==> src/rtl/spm_regfile_bus1_pkg.sv <==
// Shared constants for the SPM register file / bus1 source selector.
// Holds the default build sizes, the fixed bus1 select codes and the
// source-kind enum used by the top level.
package spm_regfile_bus1_pkg;

  // Default build: 8-bit datapath, four general registers, 3-bit select.
  localparam int unsigned SPM_WIDTH    = 8;
  localparam int unsigned SPM_NUM_REGS = 4;
  localparam int unsigned SPM_SEL_W    = 3;

  // bus1 select codes for the default build; PC follows the last register.
  localparam logic [SPM_SEL_W-1:0] SEL_MUX1_R0 = SPM_SEL_W'(0);
  localparam logic [SPM_SEL_W-1:0] SEL_MUX1_R1 = SPM_SEL_W'(1);
  localparam logic [SPM_SEL_W-1:0] SEL_MUX1_R2 = SPM_SEL_W'(2);
  localparam logic [SPM_SEL_W-1:0] SEL_MUX1_R3 = SPM_SEL_W'(3);
  localparam logic [SPM_SEL_W-1:0] SEL_MUX1_PC = SPM_SEL_W'(SPM_NUM_REGS);

  // Kind of source a select code resolves to.
  typedef enum logic {
    SRC_REG = 1'b0,
    SRC_PC  = 1'b1
  } bus1_src_e;

endpackage

==> src/rtl/spm_regfile_bus1_sel_mux.sv <==
// spm_sel_mux: combinational bus1 source selector.
// Ports:
//   regs_flat_i  flattened register array, R0 in the LSBs
//   pc_i         program counter, selected for every non-register code
//   sel_i        select code
//   data_o       selected word
module spm_sel_mux #(
  parameter int unsigned WIDTH    = 8,
  parameter int unsigned NUM_REGS = 4,
  parameter int unsigned SEL_W    = 3
) (
  input  logic [WIDTH*NUM_REGS-1:0] regs_flat_i,
  input  logic [WIDTH-1:0]          pc_i,
  input  logic [SEL_W-1:0]          sel_i,
  output logic [WIDTH-1:0]          data_o
);

  // PC is the default so unused codes always drive a defined value.
  always_comb begin
    data_o = pc_i;
    for (int unsigned i = 0; i < NUM_REGS; i++) begin
      if (sel_i == SEL_W'(i)) begin
        data_o = regs_flat_i[i*WIDTH +: WIDTH];
      end
    end
  end

endmodule

==> src/rtl/spm_regfile_bus1.sv <==
// spm_regfile_bus1: general-purpose register file with the bus1 source
// selector, a bus2 write port, optional write-to-read bypass and an
// optional registered bus1 stage.
// Ports:
//   clk, rst     rising-edge clock, synchronous active-high reset
//   bus2         write data
//   wr_en        write strobe
//   wr_addr      destination register; indices >= NUM_REGS are dropped
//   pc           program counter, a bus1 source
//   sel_mux1     bus1 source select
//   rd_en        capture strobe for the registered bus1 (REG_OUT=1 only)
//   bus1         selected source
//   bus1_vld     bus1 valid; constant 1 when REG_OUT=0
//   regs_flat    debug view of all registers, R0 in the LSBs
module spm_regfile_bus1
  import spm_regfile_bus1_pkg::*;
#(
  parameter int unsigned WIDTH    = SPM_WIDTH,
  parameter int unsigned NUM_REGS = SPM_NUM_REGS,
  parameter int unsigned SEL_W    = SPM_SEL_W,
  parameter int unsigned BYPASS   = 1,
  parameter int unsigned REG_OUT  = 0
) (
  input  logic                      clk,
  input  logic                      rst,
  input  logic [WIDTH-1:0]          bus2,
  input  logic                      wr_en,
  input  logic [SEL_W-1:0]          wr_addr,
  input  logic [WIDTH-1:0]          pc,
  input  logic [SEL_W-1:0]          sel_mux1,
  input  logic                      rd_en,
  output logic [WIDTH-1:0]          bus1,
  output logic                      bus1_vld,
  output logic [WIDTH*NUM_REGS-1:0] regs_flat
);

  logic [WIDTH-1:0] regs_q [NUM_REGS];
  logic [WIDTH-1:0] regs_d [NUM_REGS];
  logic             wr_hit;
  logic             byp_hit;
  bus1_src_e        sel_src;
  logic [WIDTH-1:0] arr_sel;
  logic [WIDTH-1:0] sel_val;

  // A write only takes effect when it addresses an implemented register.
  assign wr_hit = wr_en && (32'(wr_addr) < NUM_REGS);

  always_comb begin
    regs_d = regs_q;
    for (int unsigned i = 0; i < NUM_REGS; i++) begin
      if (wr_hit && (wr_addr == SEL_W'(i))) begin
        regs_d[i] = bus2;
      end
    end
  end

  always_ff @(posedge clk) begin
    if (rst) begin
      for (int unsigned i = 0; i < NUM_REGS; i++) begin
        regs_q[i] <= '0;
      end
    end else begin
      regs_q <= regs_d;
    end
  end

  always_comb begin
    regs_flat = '0;
    for (int unsigned i = 0; i < NUM_REGS; i++) begin
      regs_flat[i*WIDTH +: WIDTH] = regs_q[i];
    end
  end

  spm_sel_mux #(
    .WIDTH    (WIDTH),
    .NUM_REGS (NUM_REGS),
    .SEL_W    (SEL_W)
  ) u_sel_mux (
    .regs_flat_i (regs_flat),
    .pc_i        (pc),
    .sel_i       (sel_mux1),
    .data_o      (arr_sel)
  );

  assign sel_src = (32'(sel_mux1) < NUM_REGS) ? SRC_REG : SRC_PC;

  // Forward bus2 when this cycle's write targets the selected register;
  // PC selections are never forwarded.
  assign byp_hit = (BYPASS != 0) && wr_hit && (sel_src == SRC_REG) &&
                   (wr_addr == sel_mux1);
  assign sel_val = byp_hit ? bus2 : arr_sel;

  if (REG_OUT != 0) begin : g_reg_out
    logic [WIDTH-1:0] bus1_q;
    logic [WIDTH-1:0] bus1_d;
    logic             vld_q;
    logic             vld_d;

    // Capture on rd_en; valid is a one-cycle pulse per capture.
    always_comb begin
      bus1_d = bus1_q;
      vld_d  = 1'b0;
      if (rd_en) begin
        bus1_d = sel_val;
        vld_d  = 1'b1;
      end
    end

    always_ff @(posedge clk) begin
      if (rst) begin
        bus1_q <= '0;
        vld_q  <= 1'b0;
      end else begin
        bus1_q <= bus1_d;
        vld_q  <= vld_d;
      end
    end

    assign bus1     = bus1_q;
    assign bus1_vld = vld_q;
  end else begin : g_comb_out
    logic unused_rd_en;

    assign unused_rd_en = rd_en;
    assign bus1         = sel_val;
    assign bus1_vld     = 1'b1;
  end

endmodule

==> config.mk <==
export PLATFORM = sky130hd
export DESIGN_NAME = spm_regfile_bus1
export DESIGN_NICKNAME = d
export VERILOG_FILES = /design/src/rtl/spm_regfile_bus1_pkg.sv /design/src/rtl/spm_regfile_bus1_sel_mux.sv /design/src/rtl/spm_regfile_bus1.sv
export SDC_FILE = /design/constraint.sdc
export NUM_CORES = 1
export LEC_CHECK = 0
export CORE_ASPECT_RATIO = 0.6
export CORE_MARGIN = 3
export CORE_UTILIZATION = 43
export DETAILED_ROUTE_END_ITERATION = 16
export PLACE_DENSITY = 0.85
export RECOVER_POWER = 25
export SLEW_MARGIN = 0
export SYNTH_ARGS = -nofsm -noshare
export SYNTH_HDL_FRONTEND = slang
export SYNTH_HIERARCHICAL = 1
export SYNTH_SLANG_ARGS = --single-unit
==> constraint.sdc <==
create_clock -name clk -period 1.55 [get_ports clk]
set_input_delay 0.2325 -clock clk [delete_from_list [all_inputs] [get_ports clk]]
set_output_delay 0.2325 -clock clk [all_outputs]
set_load 0.01 [all_outputs]
==> flow_summary.toml, run 1 <==
[run_status]
status = "complete, but fails checks"
violations = "setup timing"

[worst_setup_path]
end_kind = "output pin"
crit_arrival_ns = 1.51
startpoint_type = "register"
critPathMaxFanout = 2
cp.required_ns = 1.32
worst-setup-path-type = "reg2out"

[clock_tree]
cts_tree = "built"
clk_latency_ns = 0.28
postCtsHoldBufs = 0
clk_transition_reported_paths_ns = 0.07
cts_buffers = 5
cts.sinks = 32
root_buffer = "clkbuf_8"
htreeDepth = 2
cts_buffer_depth = 2

[finish]
final_util = 0.8396
synthToLayoutAreaGrowth_pct = 83.76
largest_reg_flops = 32
finalNetCount = 338
drive_gt1_frac = 0.4281
final_area_um2 = 3143
n_fill_cell = 217
instances_no_fill = 360
n_antenna_cell = 0

[place]
placed_cell_area_um2 = 2829
placedCellCount = 349
hpwl_mm = 4.278
gp_congestion = 0.8276
io_buffers = 64

[die]
die_w_um = 87.42
ios = 67
initial_utilization = 0.4569
rows = 17
core-area_um2 = 3744
die-area_um2 = 4795
die_h_um = 54.86

[yosys]
yosysSeqAreaShare = 0.3745
syn_area_um2 = 1710
yosys_warnings = 6
synth_cell_type_count = 26
syn_area_per_cell_um2 = 9.098
synth_seq_cells = 32
synth_fp_nets = 214
syn-instance-count = 188

[sta]
post-route-min-period_ns = 1.745
setup_viol = 11
fin_skew_ns = 0
rsz0062_at_grt = "true"
drv_slew = 0
final_hold_viol_count = 0
finalCritPeriodShare = 1.126
worst_slack_ns = -0.1953
maxClockFrequency_ghz = 0.5730

[global_routing]
grt_pass1_vias = 2056
antenna_found_initial = 0
grt_pass1_wl_mm = 10.29
grt_overflow = 0
grt.total_usage = 0.2898
grt_max_degree = 33

[drt]
drcViolationCount = 0
vias_per_cell = 5.481
wl_mm = 6.944
drt_iter0_markers = 152
drtAntennaViolNets = 0
detail_route.wl_per_cell_um = 19.29
vias = 1973
drt_pass1_iterations = 4

[worst_hold_path]
hp-class = "reg2reg"

[power]
power_w = 0.002251
p_leak_nw = 1.404
power_density_nw_per_um2 = 716.3
irDropWorstVdd_v = 0.0004913

[flow_run]
drv_cap = 0
## cell usage in the layout (no fill, tap or decap), drive strengths merged, types with 2 or more instances in the layout
cell,synthesis,routed
xnor2,2,2
clkdlybuf4s15,0,3
nor2,16,16
dfxtp,32,32
clkbuf,3,12
and4bb,2,2
a21oi,24,24
mux2,24,24
nand2,32,32
dlymetal6s2s,0,2
mux2i,16,16
clkdlybuf4s50,0,43
buf,12,72
inv,8,8
dlygate4sd2,0,3
clkdlybuf4s25,0,4
o22ai,8,8
## critical path, cell delays in order (launching register included)
cell and delay, ns:
dfxtp_2 0.33, mux2_4 0.27, o22ai_2 0.19, a21oi_1 0.06, mux2_4 0.26, buf_6 0.12
## where the power goes
part	total [W]	leakage (nW)	switching, W	internal, W
Sequential	0.000850	0.264	0.0000100	0.000840
Clock	0.000894	0.0645	0.000326	0.000568
Combinational	0.000507	1.08	0.000216	0.000291
## routing by layer
metal  GRT usage  vias to the layer above  wire length, µm
li1            -                      888                -
met1      0.3396                      925             2727
met2      0.4988                      130             3269
met3     0.09925                       30              709
met4      0.1097                        0              238
met5           0                        -                0
## logic make-up after synthesis
| logic type | count (synthesis) | share of synthesized area |
|---|---|---|
| and+or+nand+nor | 58 | 0.1712 |
| muxes | 40 | 0.2626 |
| AOI/OAI and AO/OA | 32 | 0.09949 |
| DFF | 32 | 0.3745 |
| other | 1 | 0.002192 |
| xor gates and xnor gates | 2 | 0.01024 |
| buffers and inverters | 23 | 0.07974 |
## final timing paths
path	startpoint	depth (start not counted)	slack, ns	end
worst min-delay path	regs_flat[18]	3	0.59	regs_flat[18]
worst max register to register	regs_flat[21]	3	0.69	regs_flat[21]
worst max-delay path	regs_flat[7]	5	-0.20	bus1[7]
worst min register to register	regs_flat[18]	3	0.59	regs_flat[18]
## layout make-up
cell class / instances / area [µm²] / share of cell area
sequential: 32 / 653.1 / 0.2078
timing repair buffer: 132 / 1210 / 0.3850
clock buffer: 7 / 96.34 / 0.03065
clock inverter: 1 / 30.03 / 0.009554
tap: 47 / 58.81 / 0.01871
inverter: 8 / 30.03 / 0.009554
multi-input combinational: 133 / 1065 / 0.3388
## synthesized netlist by cell type (all sizes together)
cell | instances | area (µm²)
and4b | 1 | 10.01
nor4b | 1 | 23.77
xnor2 | 2 | 17.52
inv | 8 | 30.03
mux2 | 24 | 289.0
or4b | 1 | 10.01
nand3 | 1 | 10.01
or2 | 1 | 6.260
clkbuf | 3 | 11.26
nand4b | 1 | 8.760
nand2 | 32 | 120.1
a21oi | 24 | 120.1
nand2b | 1 | 6.260
buf | 12 | 95.09
nor2 | 16 | 60.06
and4bb | 2 | 25.02
mux2i | 16 | 160.2
conb | 1 | 3.750
o22ai | 8 | 50.05
dfxtp | 32 | 640.6
nor3b | 1 | 12.51
## stage by stage
step                      hold slack (ns)  setup TNS [ns]  worst slack, ns
after floorplan                    0.3016               0          0.03479
after global placement             0.5628          -11.57          -0.8945
after detailed placement           0.5731          -12.22          -0.9556
after CTS                          0.5890          -1.207          -0.1778
after global routing               0.6107          -1.751          -0.2079
final                              0.5881          -1.430          -0.1953
## timing repair
action,in CTS,in global routing
endpoints found under the setup margin,16,13
setup buffers,0,2
resized for setup,86,19
cloned,1,0
pin swaps,7,3
Power figures use the tool's default switching activity.
==> inputs of run 2 (changes only) <==
--- a/config.mk
+++ b/config.mk
@@ -7,9 +7,9 @@
 export LEC_CHECK = 0
 export CORE_ASPECT_RATIO = 0.6
 export CORE_MARGIN = 3
-export CORE_UTILIZATION = 43
+export CORE_UTILIZATION = 25
 export DETAILED_ROUTE_END_ITERATION = 16
-export PLACE_DENSITY = 0.85
+export PLACE_DENSITY = 0.57
 export RECOVER_POWER = 25
 export SLEW_MARGIN = 0
 export SYNTH_ARGS = -nofsm -noshare
==> run 2 against run 1 <==
  * The run still ends with setup timing left
  * Non-clock buffer count down 5
  * Power up 1.5%
  * Largest power group unchanged
  * Largest cell class unchanged
  * Global-route usage down 13 points
  * Core utilization down 34 points
  * Combinational power about the same
  * First-iteration DRC count down 61%
==> flow_summary.toml, run 2 (synthesized netlist as in run 1, its figures left out) <==
[worst_setup_path]
worst-setup-path-type = "reg2out"
critPathMaxFanout = 2
cp_slowest_cell = "dfxtp_2"
startpoint_type = "register"
critPathBufInv = 1
worstPathCellList = "mux2_2, o22ai_2, a21oi_1, mux2_2, buf_6"
crit_arrival_ns = 1.49
startpoint = "regs_flat[1]"
reg2reg_from = "regs_flat[26]"
end_kind = "output pin"
cp.required_ns = 1.32
critPathMaxStageDelay_ns = 0.32
critPathTopFamily = "multiplexers"
timing.critical_path.mode_cell = "mux2_2"

[power]
power_w = 0.002284
power_density_nw_per_um2 = 717.4
irDropWorstVdd_v = 0.0003635
p_leak_nw = 1.357

[finish]
largest_reg_flops = 32
drive_gt1_frac = 0.4267
layout_common_cells = "buf_4 (51), clkdlybuf4s50_1 (45), nand2_1 (32)"
finalNetCount = 333
synthToLayoutAreaGrowth_pct = 86.17
layout_commonest_cell = "buf_4"
n_antenna_cell = 0
instances_no_fill = 391
final_area_um2 = 3184

[sta]
drv_slew = 0
setup_tns_ns = -1.094
setup_viol = 8
maxClockFrequency_ghz = 0.5814
fin_skew_ns = 0
rsz0062_at_grt = "true"
finalCritPeriodShare = 1.110
hold_ws_ns = 0.5793
final_hold_viol_count = 0
worst_slack_ns = -0.1698
post-route-min-period_ns = 1.720

[drt]
vias = 1786
drtAntennaViolNets = 0
detail_route.wl_per_cell_um = 16.22
drcViolationCount = 0
drt_pass1_iterations = 4
drt_iter0_markers = 60
wl_mm = 6.341
vias_per_cell = 4.568

[place]
io_buffers = 64
placedCellCount = 378
hpwl_mm = 4.330
gp_congestion = 0.7780
placed_cell_area_um2 = 2828

[die]
initial_utilization = 0.2690
die_w_um = 112.8
ios = 67
rows = 22
die-area_um2 = 7902
core-area_um2 = 6359
die_h_um = 70.07

[global_routing]
antenna_found_initial = 0
grt_pass1_vias = 1917
grt_max_degree = 33
grt_overflow = 0
grt_pass1_wl_mm = 10.01
grt.total_usage = 0.1620

[clock_tree]
postCtsHoldBufs = 0
cts_buffers = 5
clk_transition_reported_paths_ns = 0.05
clk_latency_ns = 0.28
htreeDepth = 2
cts.sinks = 32
cts_tree = "built"
root_buffer = "clkbuf_16"
cts_buffer_depth = 2

[worst_hold_path]
hp-class = "reg2reg"
holdCritStartpoint = "regs_flat[4]"

[run_status]
status = "complete, but fails checks"
violations = "setup timing"

[flow_run]
drv_cap = 0
## run 2: cell types whose count changed in the layout (fill, tap and decap cells not counted), sizes merged
| cell | delta |
|---|---|
| clkdlybuf4s15 | -3 |
| clkbuf | -1 |
| clkdlybuf4s25 | -1 |
| clkdlybuf4s50 | +2 |
| clkinv | +1 |
| dlymetal6s2s | -2 |
| buf | -2 |
| dlygate4sd2 | +1 |
| bufinv | -1 |
## run 2: layout make-up
cell class              instances  area, µm²
clock buffers                   6      128.9
well taps                      84      105.1
repair buffers                127       1182
multi-input cells             133       1082
inverters                       8      30.03
fillers                       614       3174
flip-flops and latches         32      650.6
clock inverters                 1      5.005
## run 2: timing repair
action,CTS,global route
cloned,2,0
setup endpoints to repair,8,13
resized for setup,86,22
buffers inserted,4,0
pin swaps,7,4
## run 2: where the power goes
group | switching (W) | internal (W) | leakage, nW
logic | 0.000212 | 0.000298 | 1.03
registers | 0.00000973 | 0.000843 | 0.263
clock network | 0.000340 | 0.000582 | 0.0667
total | 0.000562 | 0.00172 | 1.36
## run 2: worst register-to-register path, delay by kind of cell, from the launching register on
kind,cells,cell delay [ns]
flops,1,0.34
buf+inv,1,0.12
simple gates,1,0.04
compound gates,1,0.16
## run 2: worst paths after layout
path	to	cells past startpoint	slack [ns]
setup / recovery	bus1[1]	5	-0.17
hold / removal	regs_flat[4]	3	0.58
setup reg to reg	regs_flat[26]	3	0.81
hold reg to reg	regs_flat[4]	3	0.58
## run 2: stage by stage
| stage | utilization | setup slack (ns) |
|---|---|---|
| 6_report | 0.5008 | -0.1698 |
| 5_1_grt | 0.5008 | -0.1955 |
| 4_1_cts | 0.4957 | -0.1680 |
| 3_5_place_dp | 0.4447 | -0.9760 |
| 3_3_place_gp | 0.4447 | -0.9320 |
| 2_1_floorplan | - | 0.03479 |
## run 2: per-layer routing
metal	track usage	routed length, µm	vias to the layer above	share of wire
met5	0	0	-	0
met4	0.03867	55	0	0.0087
met3	0.05108	526	6	0.083
met2	0.2507	2762	66	0.44
met1	0.2192	2998	833	0.47
li1	-	-	881	-
==> inputs of run 3 (changes only) <==
--- a/config.mk
+++ b/config.mk
@@ -8,9 +8,11 @@
 export CORE_ASPECT_RATIO = 0.6
 export CORE_MARGIN = 3
 export CORE_UTILIZATION = 25
+export CTS_CLUSTER_SIZE = 10
 export DETAILED_ROUTE_END_ITERATION = 16
 export PLACE_DENSITY = 0.57
 export RECOVER_POWER = 25
+export REMOVE_ABC_BUFFERS = 1
 export SLEW_MARGIN = 0
 export SYNTH_ARGS = -nofsm -noshare
 export SYNTH_HDL_FRONTEND = slang
==> constraint.sdc (replaced) <==
create_clock -name clk -period 1.55 [get_ports clk]
set_input_delay 0.31 -clock clk [delete_from_list [all_inputs] [get_ports clk]]
set_output_delay 0.31 -clock clk [all_outputs]
set_load 0.01 [all_outputs]
==> run 3 against run 2 <==
  * The flow still finishes with violations (setup timing)
  * Sequential share of layout area is 0.53 points lower
  * Die area is the same
  * Via count unchanged
  * Core utilization grew 0.55 points
  * Largest cell class unchanged
  * Final cell count is 1.5% higher
  * Routed wire length down 5.6%
==> flow_summary.toml, run 3 (synthesized netlist as in run 1, its figures left out) <==
[run_status]
status = "complete, but fails checks"
violations = "setup timing"

[drt]
drtAntennaViolNets = 0
vias_per_cell = 4.499
drt_pass1_iterations = 4
drcViolationCount = 0
vias = 1786
wl_mm = 5.989
detail_route.wl_per_cell_um = 15.09
drt_iter0_markers = 46

[sta]
finalCritPeriodShare = 1.198
post-route-min-period_ns = 1.857
hold_ws_ns = 0.5779
maxClockFrequency_ghz = 0.5384
setup_viol = 8
fin_skew_ns = 0
rsz0062_at_grt = "true"
drv_slew = 0
final_hold_viol_count = 0
worst_slack_ns = -0.3074

[die]
die-area_um2 = 7902
die_w_um = 112.8
die_h_um = 70.07
ios = 67
core-area_um2 = 6359
rows = 22
initial_utilization = 0.2690

[worst_setup_path]
cp_num_cells = 8
critPathMaxStageDelay_ns = 0.30
critPathTopFamily = "buffers and inverters"
crit_arrival_ns = 1.55
reg2reg_from = "regs_flat[18]"
crit_path_end = "bus1[0]"
cp.required_ns = 1.24
end_kind = "output pin"
critPathBufInv = 5
startpoint = "sel_mux1[1]"
reg2reg_to = "regs_flat[18]"
worst-setup-path-type = "in2out"
startpoint_type = "input pin"
worstRegToRegCells = 3
critPathMaxFanout = 5
worstPathCellList = "buf_12, buf_12, buf_8, xnor2_4, nand3_2, buf_6, mux2_4, buf_6"
r2r_setup_slack_ns = 0.81
cp_slowest_cell = "mux2_4"

[global_routing]
grt_overflow = 0
grt_max_degree = 33
grt_pass1_vias = 1824
grt.total_usage = 0.1572
antenna_found_initial = 0
grt_pass1_wl_mm = 9.632

[power]
power_density_nw_per_um2 = 697.5
p_leak_nw = 1.506
irDropWorstVdd_v = 0.0003343
power_w = 0.002246

[clock_tree]
clk_transition_reported_paths_ns = 0.05
htreeDepth = 2
postCtsHoldBufs = 0
cts_buffers = 5
root_buffer = "clkbuf_16"
cts_buffer_depth = 2
cts_tree = "built"
cts.sinks = 32
clk_latency_ns = 0.28

[worst_hold_path]
hp-class = "reg2reg"
holdCritStartpoint = "regs_flat[28]"

[finish]
instances_no_fill = 397
drive_gt1_frac = 0.3834
final_area_um2 = 3219
n_fill_cell = 629
layout_commonest_cell = "buf_4"
largest_reg_flops = 32
synthToLayoutAreaGrowth_pct = 88.22
layout_common_cells = "buf_4 (55), nand2_1 (32), dfxtp_1 (32)"
n_antenna_cell = 0
finalNetCount = 341

[place]
placedCellCount = 389
post-place-ws_ns = -1.090
gp_congestion = 0.7950
io_buffers = 64
placed_cell_area_um2 = 2910
hpwl_mm = 4.231

[flow_run]
drv_cap = 0
-- run 3: cell types whose count changed in the layout (fill, tap and decap cells not counted), sizes merged --
cell	delta
dlygate4sd2	+22
clkdlybuf4s50	-28
clkinv	-1
clkdlybuf4s15	+1
clkdlybuf4s25	+7
buf	+7
clkbuf	-2
-- run 3: what timing repair did --
| item | in CTS | in global routing |
|---|---|---|
| endpoints found under the setup margin | 38 | 18 |
| gates cloned | 2 | 0 |
| pin swaps | 8 | 0 |
| resized for setup | 110 | 12 |
| setup buffers | 1 | 0 |
-- run 3: through the flow --
step / util / TNS [ns]
after floorplan: - / 0
after global placement: 0.4577 / -16.01
after detailed placement: 0.4577 / -16.53
after CTS: 0.5051 / -2.036
after global routing: 0.5063 / -2.767
final: 0.5063 / -2.371
-- run 3: per-layer routing --
metal	wire, µm	global-route usage	vias up
met4	72	0.04533	0
met5	0	0	-
li1	-	-	895
met3	407	0.04935	7
met1	2982	0.2210	826
met2	2526	0.2290	58
-- run 3: worst min-delay path by stage --
stage               endpoint  slack, ns  cells past startpoint
2_1_floorplan   regs_flat[0]       0.38                      1
3_3_place_gp    regs_flat[4]       0.56                      3
3_5_place_dp   regs_flat[11]       0.57                      3
4_1_cts         regs_flat[4]       0.58                      3
5_1_grt        regs_flat[27]       0.61                      3
6_report       regs_flat[28]       0.58                      3
-- run 3: report_power, final --
part	switching [W]	internal, W
registers	0.00000865	0.000842
logic	0.000205	0.000302
clock network	0.000322	0.000565
-- run 3: area by class of cell --
cell class / instances / area [µm²] / area share
Sequential cell: 32 / 640.6 / 0.1990
Clock buffer: 5 / 125.1 / 0.03887
Tap cell: 84 / 105.1 / 0.03265
Multi-Input combinational cell: 133 / 1054 / 0.3272
Timing Repair Buffer: 135 / 1265 / 0.3929
Inverter: 8 / 30.03 / 0.009328
-- run 3: tightest hold or removal path: stages, from the launching register on --
cell     delay (ns)
dfxtp_1        0.30
buf_4          0.13
nand2_1        0.05
a21oi_1        0.05
